File: src/rtl/button_pkg.sv
// Shared types and 50 MHz timing defaults for the push-button conditioner.
package button_pkg;

  typedef enum logic [1:0] {StIdle, StDelay, StRepeat} rpt_state_t;

  localparam int unsigned DefDebounceCycles    = 1_000_000;
  localparam int unsigned DefRepeatDelayCycles = 25_000_000;
  localparam int unsigned DefRepeatRateCycles  = 5_000_000;
  localparam int unsigned DefCntW              = 26;

  // Smallest counter width able to hold max_cycles.
  function automatic int unsigned cnt_width(input int unsigned max_cycles);
    return $clog2(max_cycles + 1);
  endfunction

endpackage

File: src/rtl/button_conditioner_if.sv
// Raw button inputs and conditioned pulse/level outputs of the button conditioner.
interface button_conditioner_if;

  logic butt_increase;
  logic butt_decrease;
  logic butt_change;
  logic inc_pulse;
  logic dec_pulse;
  logic change_pulse;
  logic inc_held;
  logic dec_held;
  logic change_held;

  modport master (
    output butt_increase, butt_decrease, butt_change,
    input  inc_pulse, dec_pulse, change_pulse, inc_held, dec_held, change_held
  );

  modport slave (
    input  butt_increase, butt_decrease, butt_change,
    output inc_pulse, dec_pulse, change_pulse, inc_held, dec_held, change_held
  );

endinterface

File: src/rtl/btn_channel.sv
// One button: 2-flop synchroniser, debounce, press pulse and optional hold-to-repeat.
module btn_channel
  import button_pkg::*;
#(
  parameter int unsigned DEBOUNCE_CYCLES     = DefDebounceCycles,
  parameter int unsigned REPEAT_DELAY_CYCLES = DefRepeatDelayCycles,
  parameter int unsigned REPEAT_RATE_CYCLES  = DefRepeatRateCycles,
  parameter int unsigned CNT_W               = DefCntW,
  parameter bit          BTN_ACTIVE_LOW      = 1'b1,
  parameter bit          REPEAT_EN           = 1'b1
) (
  input  logic clk,
  input  logic rst_n,
  input  logic butt,
  output logic pulse,
  output logic held
);

  localparam logic [CNT_W-1:0] DbLast = CNT_W'(DEBOUNCE_CYCLES - 1);

  logic             sync1_q, sync2_q, level;
  logic [CNT_W-1:0] db_cnt_q, db_cnt_d;
  logic             held_q, held_d, rise;
  logic             pulse_q, pulse_d;

  // Sync flops reset to the released raw value so reset never looks like a press.
  always_ff @(posedge clk or negedge rst_n) begin
    if (!rst_n) begin
      sync1_q  <= BTN_ACTIVE_LOW;
      sync2_q  <= BTN_ACTIVE_LOW;
      db_cnt_q <= '0;
      held_q   <= 1'b0;
      pulse_q  <= 1'b0;
    end else begin
      sync1_q  <= butt;
      sync2_q  <= sync1_q;
      db_cnt_q <= db_cnt_d;
      held_q   <= held_d;
      pulse_q  <= pulse_d;
    end
  end

  assign level = sync2_q ^ BTN_ACTIVE_LOW;

  always_comb begin
    db_cnt_d = '0;
    held_d   = held_q;
    if (level != held_q) begin
      if (db_cnt_q == DbLast) begin
        held_d = ~held_q;
      end else begin
        db_cnt_d = db_cnt_q + CNT_W'(1);
      end
    end
  end

  assign rise = held_d & ~held_q;

  if (REPEAT_EN) begin : g_rpt
    localparam logic [CNT_W-1:0] DelayLast = CNT_W'(REPEAT_DELAY_CYCLES - 1);
    localparam logic [CNT_W-1:0] RateLast  = CNT_W'(REPEAT_RATE_CYCLES - 1);

    rpt_state_t       state_q, state_d;
    logic [CNT_W-1:0] rpt_cnt_q, rpt_cnt_d;
    logic             fall;

    assign fall = held_q & ~held_d;

    always_ff @(posedge clk or negedge rst_n) begin
      if (!rst_n) begin
        state_q   <= StIdle;
        rpt_cnt_q <= '0;
      end else begin
        state_q   <= state_d;
        rpt_cnt_q <= rpt_cnt_d;
      end
    end

    // Release wins over any pending repeat pulse in the same cycle.
    always_comb begin
      state_d   = state_q;
      rpt_cnt_d = rpt_cnt_q;
      pulse_d   = 1'b0;
      if (fall) begin
        state_d   = StIdle;
        rpt_cnt_d = '0;
      end else begin
        unique case (state_q)
          StIdle: begin
            if (rise) begin
              state_d   = StDelay;
              rpt_cnt_d = '0;
              pulse_d   = 1'b1;
            end
          end
          StDelay: begin
            if (rpt_cnt_q == DelayLast) begin
              state_d   = StRepeat;
              rpt_cnt_d = '0;
              pulse_d   = 1'b1;
            end else begin
              rpt_cnt_d = rpt_cnt_q + CNT_W'(1);
            end
          end
          StRepeat: begin
            if (rpt_cnt_q == RateLast) begin
              rpt_cnt_d = '0;
              pulse_d   = 1'b1;
            end else begin
              rpt_cnt_d = rpt_cnt_q + CNT_W'(1);
            end
          end
          default: begin
            state_d   = StIdle;
            rpt_cnt_d = '0;
          end
        endcase
      end
    end
  end else begin : g_no_rpt
    assign pulse_d = rise;
  end

  assign pulse = pulse_q;
  assign held  = held_q;

endmodule

File: src/rtl/button_conditioner.sv
// Conditions the increase/decrease/change buttons; inc and dec pulses mask each other.
module button_conditioner
  import button_pkg::*;
#(
  parameter int unsigned DEBOUNCE_CYCLES     = DefDebounceCycles,
  parameter int unsigned REPEAT_DELAY_CYCLES = DefRepeatDelayCycles,
  parameter int unsigned REPEAT_RATE_CYCLES  = DefRepeatRateCycles,
  parameter int unsigned CNT_W               = DefCntW,
  parameter bit          BTN_ACTIVE_LOW      = 1'b1
) (
  input logic                 clk,
  input logic                 rst_n,
  button_conditioner_if.slave bus
);

  logic inc_raw, dec_raw;

  btn_channel #(
    .DEBOUNCE_CYCLES    (DEBOUNCE_CYCLES),
    .REPEAT_DELAY_CYCLES(REPEAT_DELAY_CYCLES),
    .REPEAT_RATE_CYCLES (REPEAT_RATE_CYCLES),
    .CNT_W              (CNT_W),
    .BTN_ACTIVE_LOW     (BTN_ACTIVE_LOW),
    .REPEAT_EN          (1'b1)
  ) u_inc (
    .clk  (clk),
    .rst_n(rst_n),
    .butt (bus.butt_increase),
    .pulse(inc_raw),
    .held (bus.inc_held)
  );

  btn_channel #(
    .DEBOUNCE_CYCLES    (DEBOUNCE_CYCLES),
    .REPEAT_DELAY_CYCLES(REPEAT_DELAY_CYCLES),
    .REPEAT_RATE_CYCLES (REPEAT_RATE_CYCLES),
    .CNT_W              (CNT_W),
    .BTN_ACTIVE_LOW     (BTN_ACTIVE_LOW),
    .REPEAT_EN          (1'b1)
  ) u_dec (
    .clk  (clk),
    .rst_n(rst_n),
    .butt (bus.butt_decrease),
    .pulse(dec_raw),
    .held (bus.dec_held)
  );

  btn_channel #(
    .DEBOUNCE_CYCLES    (DEBOUNCE_CYCLES),
    .REPEAT_DELAY_CYCLES(REPEAT_DELAY_CYCLES),
    .REPEAT_RATE_CYCLES (REPEAT_RATE_CYCLES),
    .CNT_W              (CNT_W),
    .BTN_ACTIVE_LOW     (BTN_ACTIVE_LOW),
    .REPEAT_EN          (1'b0)
  ) u_change (
    .clk  (clk),
    .rst_n(rst_n),
    .butt (bus.butt_change),
    .pulse(bus.change_pulse),
    .held (bus.change_held)
  );

  // Masking only gates the outputs; both repeat FSMs keep their cadence.
  assign bus.inc_pulse = inc_raw & ~bus.dec_held;
  assign bus.dec_pulse = dec_raw & ~bus.inc_held;

endmodule

File: src/flat_wrapper.sv
// flat-port wrapper written by rule: the top's interface ports become plain ports
module button_conditioner_flat import button_pkg::*;
#(
  parameter int unsigned DEBOUNCE_CYCLES     = DefDebounceCycles,
  parameter int unsigned REPEAT_DELAY_CYCLES = DefRepeatDelayCycles,
  parameter int unsigned REPEAT_RATE_CYCLES  = DefRepeatRateCycles,
  parameter int unsigned CNT_W               = DefCntW,
  parameter bit          BTN_ACTIVE_LOW      = 1'b1
)
  (clk, rst_n, bus_butt_increase, bus_butt_decrease, bus_butt_change, bus_inc_pulse, bus_dec_pulse, bus_change_pulse, bus_inc_held, bus_dec_held, bus_change_held);
  button_conditioner_if bus_i ();
  input logic clk;
  input logic rst_n;
  input wire logic [$bits(bus_i.butt_increase)-1:0] bus_butt_increase;
  input wire logic [$bits(bus_i.butt_decrease)-1:0] bus_butt_decrease;
  input wire logic [$bits(bus_i.butt_change)-1:0] bus_butt_change;
  output wire logic [$bits(bus_i.inc_pulse)-1:0] bus_inc_pulse;
  output wire logic [$bits(bus_i.dec_pulse)-1:0] bus_dec_pulse;
  output wire logic [$bits(bus_i.change_pulse)-1:0] bus_change_pulse;
  output wire logic [$bits(bus_i.inc_held)-1:0] bus_inc_held;
  output wire logic [$bits(bus_i.dec_held)-1:0] bus_dec_held;
  output wire logic [$bits(bus_i.change_held)-1:0] bus_change_held;
  assign bus_i.butt_increase = bus_butt_increase;
  assign bus_i.butt_decrease = bus_butt_decrease;
  assign bus_i.butt_change = bus_butt_change;
  assign bus_inc_pulse = bus_i.inc_pulse;
  assign bus_dec_pulse = bus_i.dec_pulse;
  assign bus_change_pulse = bus_i.change_pulse;
  assign bus_inc_held = bus_i.inc_held;
  assign bus_dec_held = bus_i.dec_held;
  assign bus_change_held = bus_i.change_held;
  button_conditioner #(.DEBOUNCE_CYCLES(DEBOUNCE_CYCLES), .REPEAT_DELAY_CYCLES(REPEAT_DELAY_CYCLES), .REPEAT_RATE_CYCLES(REPEAT_RATE_CYCLES), .CNT_W(CNT_W), .BTN_ACTIVE_LOW(BTN_ACTIVE_LOW)) u_core (.clk(clk), .rst_n(rst_n), .bus(bus_i));
endmodule
File: config.mk
export PLATFORM = sky130hd
export DESIGN_NAME = button_conditioner_flat
export DESIGN_NICKNAME = d
export VERILOG_FILES = /design/src/rtl/button_pkg.sv /design/src/rtl/button_conditioner_if.sv /design/src/rtl/btn_channel.sv /design/src/rtl/button_conditioner.sv /design/src/flat_wrapper.sv
export SDC_FILE = /design/constraint.sdc
export NUM_CORES = 1
export LEC_CHECK = 0
export CAP_MARGIN = 20
export CORE_UTILIZATION = 59
export CTS_BUF_LIST = sky130_fd_sc_hd__clkbuf_8
export CTS_CLUSTER_SIZE = 10
export DETAILED_ROUTE_END_ITERATION = 10
export PLACE_DENSITY = 0.76
export SLEW_MARGIN = 20
export SYNTH_ARGS = -nofsm -noshare
export SYNTH_HDL_FRONTEND = slang
export SYNTH_HIERARCHICAL = 1
export SYNTH_SLANG_ARGS = --single-unit
File: constraint.sdc
create_clock -name clk -period 4.3 [get_ports clk]
set_input_delay 0.645 -clock clk [delete_from_list [all_inputs] [get_ports clk]]
set_output_delay 0.645 -clock clk [all_outputs]
set_load 0.02 [all_outputs]
==> flow_metrics.py <==
metrics = {
    "clock_tree": {
        "postCtsSetupBuffers": 0,
        "cts_resized": 0,
        "clockBufferDepth": 2,
        "tritoncts": "done",
        "clock_latency_ns": 0.46,
        "cts_hold_buf": 0,
        "clk_pin_slew_ns": 0.08,
        "clockRootBuffer": "clkbuf_8",
        "cts_buffers": 17,
        "cts_sinks": 146,
        "htree_num_levels": 4,
    },
    "synth": {
        "ys_ff_latch": 146,
        "syn_nets": 923,
        "ys_types": 75,
        "yosysWarningCount": 6,
        "ys.flop_type": "dfrtp_1",
        "postSynthCellCount": 898,
        "synth-edff-count": 0,
        "synth_seq_area_share": 0.441,
        "async_reset_ff_frac": 1.00,
        "avgSynthCellArea_um2": 9.25,
        "syn_area_um2": 8310,
    },
    "die": {
        "die_y_um": 121,
        "die_x_um": 121,
        "rows": 42,
        "io-pin-count": 11,
        "start_util": 0.615,
        "coreArea_um2": 13500,
        "die-area_um2": 14600,
    },
    "setup_path": {
        "crit_chain": "or4_1 -> nor4_1 -> nand3_1 -> nor2_1 -> a21oi_1 -> ha_1 -> and2_1 -> nor4b_2 -> nand2_2 -> o311ai_0",
        "crit_buf_inv": 0,
        "crit_type": "reg -> reg",
        "cp_max_fo": 22,
        "cpMaxStageDelayCell": "or4_1",
        "cp.depth": 10,
        "cp_data_required_time_ns": 4.61,
        "r2r_start": "u_core/u_dec/db_cnt_q[13]",
        "cpLargestDelayFamily": "simple AND/OR/NAND/NOR gates",
        "critPathMaxStageDelay_ns": 0.53,
        "critPathLaunchType": "flip-flop",
        "cp-startpoint": "u_core/u_dec/db_cnt_q[13]",
        "ff2ff_path_depth": 10,
        "critPathCaptureType": "flip-flop",
        "crit_arrival_ns": 4.12,
    },
    "detailed_routing": {
        "wl_um": 18700,
        "drc": 0,
        "drt-vias-per-instance": 6.51,
        "vias": 7085,
        "first_pass_iters": 6,
        "wl_per_cell_um": 17.2,
        "drtAntennaViolNets": 0,
        "first_iter_violations": 793,
    },
    "sta": {
        "tightest_slew_ns": 0.884,
        "finalSetupViolCount": 0,
        "fmax_mhz": 262,
        "fin_crit_sh": 0.886,
        "hold_viol": 0,
        "slew_violations": 0,
        "tns_ns": 0,
        "holdWs_ns": 0.256,
        "worst_clock_skew_ns": 0.0132,
        "setup_ws_ns": 0.490,
        "rsz0062_at_grt": "false",
        "slew_headroom": 0.410,
        "period_needed_ns": 3.81,
    },
    "grt": {
        "first_global_vias": 6718,
        "grt_usage": 0.271,
        "grt_use_met2": 0.443,
        "grt_start_max_net_pins": 94,
        "grt_pass1_wl_um": 31700,
        "met1_usage": 0.361,
        "antenna_found_initial": 0,
        "met3_usage": 0.0542,
        "grt.overflow.total": 0,
        "grt_busiest_layer": "met2",
    },
    "power_and_ir_drop": {
        "max-vdd-ir-drop_uv": 192,
        "pwr_density_cell_nw_per_um2": 279,
        "p_leak_nw": 3.49,
    },
    "placement": {
        "io_buffer_count": 10,
        "gp_congestion": 0.926,
        "place_hpwl_um": 12500,
        "dpl_worst_slack_ns": 0.590,
        "place_area_um2": 8490,
    },
    "outcome": {
        "outcome": "finished clean",
    },
    "flow_run": {
        "max_cap_viol_count": 0,
    },
    "finish": {
        "final_nets": 924,
        "areaGrowthSynthToFinish_pct": 6.70,
        "final_cell_mix": "dfrtp_1, nand2_1, nor2_1",
        "drive_gt1_frac": 0.0800,
        "final_area_um2": 8860,
        "final_common_cell": "dfrtp_1",
        "diodes": 0,
    },
    "worst_hold_path": {
        "hold_path_class": "in -> async",
    },
}
[area by class of cell]
class,count,area (µm²)
Multi-Input combinational cell,691,4350
Clock inverter,12,95.1
Tap cell,176,220
Timing Repair Buffer,19,169
Sequential cell,146,3660
Inverter,24,90.1
Fill cell,1063,4640
Clock buffer,20,275
[state kept, by name (all words and copies together) (netlist names), 2 cells and up]
name                          flops
u_core/u_inc/g_rpt.state_q        2
u_core/u_inc/g_rpt.rpt_cnt_q     26
u_core/u_dec/g_rpt.rpt_cnt_q     26
u_core/u_dec/db_cnt_q            26
u_core/u_change/db_cnt_q         26
u_core/u_dec/g_rpt.state_q        2
u_core/u_inc/db_cnt_q            26
[metrics by stage]
stage | util | power [mW] | std cells
6_report | 0.656 | 2.47 | 1088
5_1_grt | 0.656 | 2.56 | 1088
4_1_cts | 0.656 | 2.50 | 1088
3_5_place_dp | 0.629 | 1.48 | 1056
3_3_place_gp | 0.629 | 1.48 | 1056
2_1_floorplan | - | 1.44 | 898
[cell usage after synthesis (4+ instances only)]
| master | number | area, µm² |
|---|---|---|
| buf_6 | 8 | 90.1 |
| a21oi_1 | 18 | 90.1 |
| ha_1 | 20 | 250 |
| dfrtp_1 | 140 | 3500 |
| nand2_1 | 94 | 353 |
| or4_1 | 9 | 67.6 |
| nand3_1 | 74 | 370 |
| nand4_1 | 48 | 300 |
| nor4b_1 | 7 | 61.3 |
| nand3b_1 | 5 | 37.5 |
| inv_1 | 24 | 90.1 |
| clkbuf_1 | 21 | 78.8 |
| and3_1 | 31 | 194 |
| nor3_1 | 31 | 155 |
| or3_1 | 18 | 113 |
| o311ai_0 | 7 | 61.3 |
| xor2_1 | 19 | 166 |
| o21ai_0 | 14 | 70.1 |
| o311ai_1 | 9 | 78.8 |
| dfstp_2 | 6 | 158 |
| o21ai_1 | 4 | 20.0 |
| o211ai_1 | 6 | 45.0 |
| nor4_1 | 25 | 156 |
| o31ai_1 | 4 | 30.0 |
| nor2b_1 | 4 | 25.0 |
| buf_2 | 8 | 40.0 |
| nand4b_1 | 5 | 43.8 |
| nor2_1 | 92 | 345 |
| or2_2 | 4 | 25.0 |
| o2111ai_1 | 7 | 61.3 |
| and4_1 | 8 | 70.1 |
| a31oi_1 | 13 | 81.3 |
| xnor2_1 | 44 | 385 |
| and2_1 | 10 | 62.6 |
[power breakdown]
part	total (mW)	internal, mW	switching [mW]
Sequential	1.39	1.38	0.00957
Clock	1.02	0.495	0.525
Combinational	0.0601	0.0139	0.0462
Total	2.47	1.89	0.581
[cells by family after synthesis]
group	share of synthesized area
compound gates	0.0967
xor+xnor	0.0664
fa+ha+maj	0.0301
buf+inv	0.0360
flops	0.441
mux	0.00497
simple gates	0.325
[path summary, 6_finish.rpt]
kind	slack, ns	endpoint
worst max-delay path	0.49	u_core/u_dec/g_rpt.rpt_cnt_q[15]
worst max register to register	0.49	u_core/u_dec/g_rpt.rpt_cnt_q[15]
worst min-delay path	0.26	u_core/u_change/db_cnt_q[20]
worst min register to register	0.36	u_core/u_dec/sync2_q
max in group asynchronous	3.06	u_core/u_inc/sync1_q
min in group clk	0.36	u_core/u_dec/sync2_q
[worst register-to-register path, cell delays in order (launching register included)]
cell and delay [ns]:
dfrtp_1 0.44, or4_1 0.53, nor4_1 0.23, nand3_1 0.23
nor2_1 0.18, a21oi_1 0.07, ha_1 0.34, and2_1 0.44
nor4b_2 0.52, nand2_2 0.23, o311ai_0 0.46
[layer usage]
metal | share of wire | vias to the layer above
li1 | - | 3320
met1 | 0.45 | 3441
met2 | 0.48 | 287
met3 | 0.057 | 37
met4 | 0.016 | 0
met5 | 0 | -
No activity file was read; power rests on OpenSTA's default activity.
